===== config.mk =====
export PLATFORM = sky130hd
export DESIGN_NAME = wb_stage_ctrl
export DESIGN_NICKNAME = d
export VERILOG_FILES = /design/src/rtl/wb_stage_ctrl.sv
export SDC_FILE = /design/constraint.sdc
export NUM_CORES = 1
export LEC_CHECK = 0
export BUFFER_PORTS_ARGS = -buffer_cell sky130_fd_sc_hd__buf_2
export CORE_MARGIN = 2
export CORE_UTILIZATION = 49
export DETAILED_ROUTE_END_ITERATION = 10
export PLACE_DENSITY_LB_ADDON = 0.3
export SLEW_MARGIN = 20
export SYNTH_ARGS = -nofsm -noshare
export SYNTH_HDL_FRONTEND = slang
export SYNTH_SLANG_ARGS = --single-unit

===== constraint.sdc =====
create_clock -name clk -period 3 [get_ports clk]
set_input_delay 0.15 -clock clk [delete_from_list [all_inputs] [get_ports clk]]
set_output_delay 0.15 -clock clk [all_outputs]
set_load 0.05 [all_outputs]

===== src/rtl/wb_stage_ctrl.sv =====
// Write-back stage controller: decodes a retiring instruction into a register-file
// write, waiting on memory for loads and extracting/extending the loaded lane.
module wb_stage_ctrl #(
   parameter int REG_ADDR_W  = 5,
   parameter int LINK_REG    = 31,
   parameter int TIMEOUT_CYC = 16,
   parameter int CNT_W       = 16,
   parameter bit BIG_ENDIAN  = 1'b1
) (
   input  logic                  clk,
   input  logic                  rst,
   input  logic                  in_valid,
   output logic                  in_ready,
   input  logic                  flush,
   input  logic [5:0]            opcode,
   input  logic [5:0]            funct,
   input  logic [REG_ADDR_W-1:0] rt,
   input  logic [REG_ADDR_W-1:0] rd,
   input  logic [31:0]           alu_result,
   input  logic [31:0]           pc_plus4,
   input  logic                  mem_rvalid,
   input  logic [31:0]           mem_rdata,
   output logic                  rf_we,
   output logic [REG_ADDR_W-1:0] rf_waddr,
   output logic [31:0]           rf_wdata,
   output logic [1:0]            wb_sel,
   output logic                  timeout_err,
   output logic [CNT_W-1:0]      retired_cnt
);

   localparam int WCNT_W = $clog2(TIMEOUT_CYC + 1);
   localparam logic [WCNT_W-1:0]     WAIT_LAST = WCNT_W'(TIMEOUT_CYC - 1);
   localparam logic [REG_ADDR_W-1:0] LINK_ADDR = REG_ADDR_W'(LINK_REG);

   localparam logic [5:0] OP_RTYPE = 6'b000000;
   localparam logic [5:0] OP_JAL   = 6'b000011;
   localparam logic [5:0] OP_LB    = 6'b100000;
   localparam logic [5:0] OP_LH    = 6'b100001;
   localparam logic [5:0] OP_LW    = 6'b100011;
   localparam logic [5:0] OP_LBU   = 6'b100100;
   localparam logic [5:0] OP_LHU   = 6'b100101;
   localparam logic [5:0] FN_JR    = 6'b001000;

   localparam logic [1:0] SEL_ALU  = 2'd0;
   localparam logic [1:0] SEL_MEM  = 2'd1;
   localparam logic [1:0] SEL_LINK = 2'd2;

   typedef enum logic {IDLE, WAIT_MEM} state_t;

   state_t                  state, state_nxt;
   logic [WCNT_W-1:0]       wait_cnt;
   logic [REG_ADDR_W-1:0]   ld_rt_p1;
   logic [5:0]              ld_op_p1;
   logic [1:0]              ld_off_p1;

   logic                    dec_wr_p0, dec_ld_p0;
   logic [REG_ADDR_W-1:0]   dec_addr_p0;
   logic [1:0]              dec_sel_p0;
   logic [31:0]             dec_data_p0;
   logic                    accept_p0, timeout_hit;

   logic                    we_nxt, tmo_nxt, retire_nxt;
   logic [REG_ADDR_W-1:0]   waddr_nxt;
   logic [31:0]             wdata_nxt;
   logic [1:0]              sel_nxt;

   // Lane selection is expressed as a bit offset from the LSB; big-endian reverses it.
   function automatic logic [31:0] extract_load(input logic [5:0]  op,
                                                input logic [1:0]  off,
                                                input logic [31:0] word);
      logic [1:0]  blane;
      logic        hlane;
      logic [7:0]  b;
      logic [15:0] h;
      logic signed [31:0] ext;
      blane = BIG_ENDIAN ? ~off : off;
      hlane = BIG_ENDIAN ? ~off[1] : off[1];
      b     = word[{blane, 3'b000} +: 8];
      h     = word[{hlane, 4'b0000} +: 16];
      case (op)
         OP_LB:   ext = {{24{b[7]}}, b};
         OP_LBU:  ext = {24'd0, b};
         OP_LH:   ext = {{16{h[15]}}, h};
         OP_LHU:  ext = {16'd0, h};
         default: ext = word;
      endcase
      return ext;
   endfunction

   assign in_ready    = (state != WAIT_MEM);
   assign accept_p0   = in_valid & in_ready & ~flush;
   assign timeout_hit = (wait_cnt == WAIT_LAST);

   // Stage p0: decode the presented instruction
   always_comb begin
      dec_wr_p0   = 1'b0;
      dec_ld_p0   = 1'b0;
      dec_addr_p0 = rt;
      dec_sel_p0  = SEL_ALU;
      dec_data_p0 = alu_result;
      case (opcode)
         OP_RTYPE: begin
            dec_addr_p0 = rd;
            dec_wr_p0   = (funct != FN_JR);
         end
         OP_JAL: begin
            dec_addr_p0 = LINK_ADDR;
            dec_sel_p0  = SEL_LINK;
            dec_data_p0 = pc_plus4;
            dec_wr_p0   = 1'b1;
         end
         OP_LB, OP_LBU, OP_LH, OP_LHU, OP_LW: dec_ld_p0 = 1'b1;
         default: dec_wr_p0 = (opcode[5:3] == 3'b001);
      endcase
   end

   always_comb begin
      state_nxt = state;
      case (state)
         IDLE:     if (accept_p0 && dec_ld_p0) state_nxt = WAIT_MEM;
         WAIT_MEM: if (flush || mem_rvalid || timeout_hit) state_nxt = IDLE;
         default:  state_nxt = IDLE;
      endcase
   end

   // Flush outranks a same-cycle rvalid, and rvalid outranks the timeout.
   always_comb begin
      we_nxt     = 1'b0;
      waddr_nxt  = rf_waddr;
      wdata_nxt  = rf_wdata;
      sel_nxt    = wb_sel;
      tmo_nxt    = timeout_err;
      retire_nxt = 1'b0;
      case (state)
         IDLE: begin
            if (accept_p0 && !dec_ld_p0) begin
               retire_nxt = 1'b1;
               if (dec_wr_p0 && (dec_addr_p0 != '0)) begin
                  we_nxt    = 1'b1;
                  waddr_nxt = dec_addr_p0;
                  wdata_nxt = dec_data_p0;
                  sel_nxt   = dec_sel_p0;
               end
            end
         end
         WAIT_MEM: begin
            if (!flush) begin
               if (mem_rvalid) begin
                  retire_nxt = 1'b1;
                  if (ld_rt_p1 != '0) begin
                     we_nxt    = 1'b1;
                     waddr_nxt = ld_rt_p1;
                     wdata_nxt = extract_load(ld_op_p1, ld_off_p1, mem_rdata);
                     sel_nxt   = SEL_MEM;
                  end
               end else if (timeout_hit) begin
                  tmo_nxt = 1'b1;
               end
            end
         end
         default: ;
      endcase
   end

   // Stage p1: registered write port, held load context and counters
   always_ff @(posedge clk or posedge rst) begin
      if (rst) begin
         state       <= IDLE;
         wait_cnt    <= '0;
         ld_rt_p1    <= '0;
         ld_op_p1    <= '0;
         ld_off_p1   <= '0;
         rf_we       <= 1'b0;
         rf_waddr    <= '0;
         rf_wdata    <= '0;
         wb_sel      <= '0;
         timeout_err <= 1'b0;
         retired_cnt <= '0;
      end else begin
         state       <= state_nxt;
         wait_cnt    <= (state == IDLE) ? '0 : wait_cnt + 1'b1;
         if (accept_p0 && dec_ld_p0) begin
            ld_rt_p1  <= rt;
            ld_op_p1  <= opcode;
            ld_off_p1 <= alu_result[1:0];
         end
         rf_we       <= we_nxt;
         rf_waddr    <= waddr_nxt;
         rf_wdata    <= wdata_nxt;
         wb_sel      <= sel_nxt;
         timeout_err <= tmo_nxt;
         if (retire_nxt) retired_cnt <= retired_cnt + CNT_W'(1);
      end
   end

endmodule


==> reports/results.ini <==
[hold_path]
min_path_type=in -> reg

[final_layout]
mostFrequentLayoutCell=buf_2
final_cell_mix=180 x buf_2, 75 x dfrtp_1, 54 x mux2_2
antenna_cells=0
syn2layout_area_growth_pct=27.0
fin_util=0.647
nets=734
drive_gt1_frac=0.442
fillers=713

[clocking]
worstSkewPairLatency_ns=0.34
cts_inserted_buffers=9
clk_pin_slew_ns=0.08
postCtsSetupBuffers=0
htree_num_levels=3
clk_path_buf_depth=2
cts_tree=built
cts-root-buf=clkbuf_8
cts.sinks=76

[setup_path]
cp_slowest_cell=or4_1
slowest_delay_ns=0.51
cp-start-kind=register
critPathMaxFanout=15
worst_setup_path_end_kind=register
crit_chain=or4_1 -> o21ai_0 -> a21boi_1 -> a22oi_2 -> buf_4 -> mux2_1
worst-endpoint-arrival_ns=2.56
critPathKind=reg -> reg
required_ns=3.22

[synthesis]
synth-async-reset-ratio=1.00
ys_ff_latch=76
synthXorXnorAreaFrac=0.0332
synth_adder_area_share=0.00837
yosysWarnings=0
syn_inst=432
synth_compound_area_frac=0.124
syn_area_per_cell_um2=10.4
synth_area_um2=4490
seq_area_frac_synth=0.424
synth_ff_type=dfrtp_1
synth_top_family_by_area=multiplexers
synth-simple-area-share=0.124
synth_cell_type_count=52
muxShareOfSynthArea=0.233
synth_nets=558
synth_edf_count=0

[sta]
fin_tns_setup_ns=0
finalMaxSlewViolations=0
setup_viol=0
finClkSkew_ns=0.00544
rsz0062_at_grt=false
worst_slew_pin_slew_ns=0.887
min_period_ns=2.33
finalCritPeriodShare=0.778
fmax_ghz=0.429
max_slew_margin=0.393
hold_violations=0

[die]
die_area_um2=9940
chipHeight_um=99.7
die_w_um=99.7
core_um2=8810
rows=34
pin_count=181
start_util=0.509

[route]
vias=4015
drc_errors=0
wl_um=12400
dr.pass1.iters=5
via_per_inst=5.57
drt_iter0_markers=259
postRouteAntennaNets=0
routedWlPerCell_um=17.2

[place]
portBuffers=180
gp_congestion=0.858
hpwlAfterDp_um=9400

[flow_run]
cap_viol_max_count=0

[run_status]
status=finished clean

[global_routing]
grt_pass1_wl_um=19500
antenna_found_initial=0
grt_pass1_vias=3925
grt_overflow=0
grt_max_degree=47
grt_use_total=0.250

[pwr]
irDropWorstVdd_mv=0.493
cellPowerDensity_nw_per_um2=690
leakagePower_nw=2.75

[synth_stat cells, types with 3 or more instances]
library cell,number,area share
nor2_1,7,0.0059
xor2_1,6,0.012
ha_1,3,0.0084
buf_2,8,0.0089
a21oi_1,4,0.0045
nand2b_1,6,0.0084
nand2_1,30,0.025
and2_1,17,0.024
o22ai_1,35,0.049
nor4b_1,4,0.0078
and3_1,7,0.0098
dfrtp_1,76,0.42
mux2_2,54,0.14
xnor2_1,11,0.021
mux2i_1,39,0.087
o22a_1,8,0.016
or2_2,3,0.0042
clkbuf_1,13,0.011
o21ai_0,17,0.019
nand4_1,10,0.014
inv_1,30,0.025
a21o_1,3,0.0050
[metal layers]
| layer | track usage | share of wire |
|---|---|---|
| met5 | 0 | 0 |
| met2 | 0.421 | 0.50 |
| met1 | 0.329 | 0.42 |
| met4 | 0.0748 | 0.011 |
| met3 | 0.0485 | 0.067 |
[critical path: cells and delay by family (launching register included)]
family / cells / cell delay [ns]
compound gates: 3 / 0.72
buf+inv: 1 / 0.25
flops: 1 / 0.40
mux: 1 / 0.34
simple gates: 1 / 0.51
[report_power, final]
part / total [W] / internal [W] / switching (W) / leakage [nW]
combinational: 0.00170 / 0.000515 / 0.00118 / 1.71
clock: 0.000787 / 0.000405 / 0.000382 / 0.0983
sequential: 0.00144 / 0.00126 / 0.000187 / 0.936
[area by class of cell]
type | count | area (um^2) | share of cell area
inverters | 31 | 118 | 0.0206
flip-flops and latches | 76 | 1900 | 0.334
repair buffers | 191 | 986 | 0.173
well taps | 108 | 135 | 0.0237
multi-input cells | 299 | 2350 | 0.413
clock buffers | 10 | 138 | 0.0242
clock inverters | 6 | 63.8 | 0.0112
[state kept, by name (all words and copies together) (netlist names)]
register,cells
rf_waddr,5
ld_off_p1,2
ld_op_p1,6
rf_we,1
retired_cnt,16
timeout_err,1
wb_sel,2
ld_rt_p1,5
wait_cnt,5
rf_wdata,32
state,1
[worst paths after layout]
path	startpoint	to	slack [ns]	depth (start not counted)
worst max-delay path	ld_rt_p1[3]$_DFFE_PP0P_	rf_wdata[0]$_DFFE_PP0P_	0.67	6
worst min-delay path	rt[3]	ld_rt_p1[3]$_DFFE_PP0P_	0.09	2
worst max register to register	ld_rt_p1[3]$_DFFE_PP0P_	rf_wdata[0]$_DFFE_PP0P_	0.67	6
worst min register to register	timeout_err$_DFFE_PP0P_	timeout_err$_DFFE_PP0P_	0.46	1
max in group asynchronous	rst	state$_DFF_PP0_	1.87	4
min in group asynchronous	rst	rf_wdata[2]$_DFFE_PP0P_	0.37	3
[stage by stage]
stage	setup slack [ns]	instances	instance area, um^2	hold slack [ns]	power [W]
6_report	0.667	721	5700	0.0899	0.00393
5_1_grt	0.557	721	5700	0.0691	0.00414
4_1_cts	0.671	721	5690	0.0636	0.00395
3_5_place_dp	0.623	704	5480	0.190	0.00316
3_3_place_gp	0.691	704	5480	0.182	0.00312
2_1_floorplan	0.864	432	4490	0.302	0.00268
[cell families after synthesis]
| kind of cell | Yosys count |
|---|---|
| and+or+nand+nor | 99 |
| muxes | 96 |
| AOI/OAI and AO/OA | 84 |
| DFF | 76 |
| buffers and inverters | 57 |
| xor gates and xnor gates | 17 |
| adders and majority gates | 3 |
[repair_timing]
action / in CTS / in global routing
hold buffers: 1 / 0
hold endpoints to repair: 25 / 0
resized for setup: 0 / 0
No activity file was read; power rests on OpenSTA's default activity.
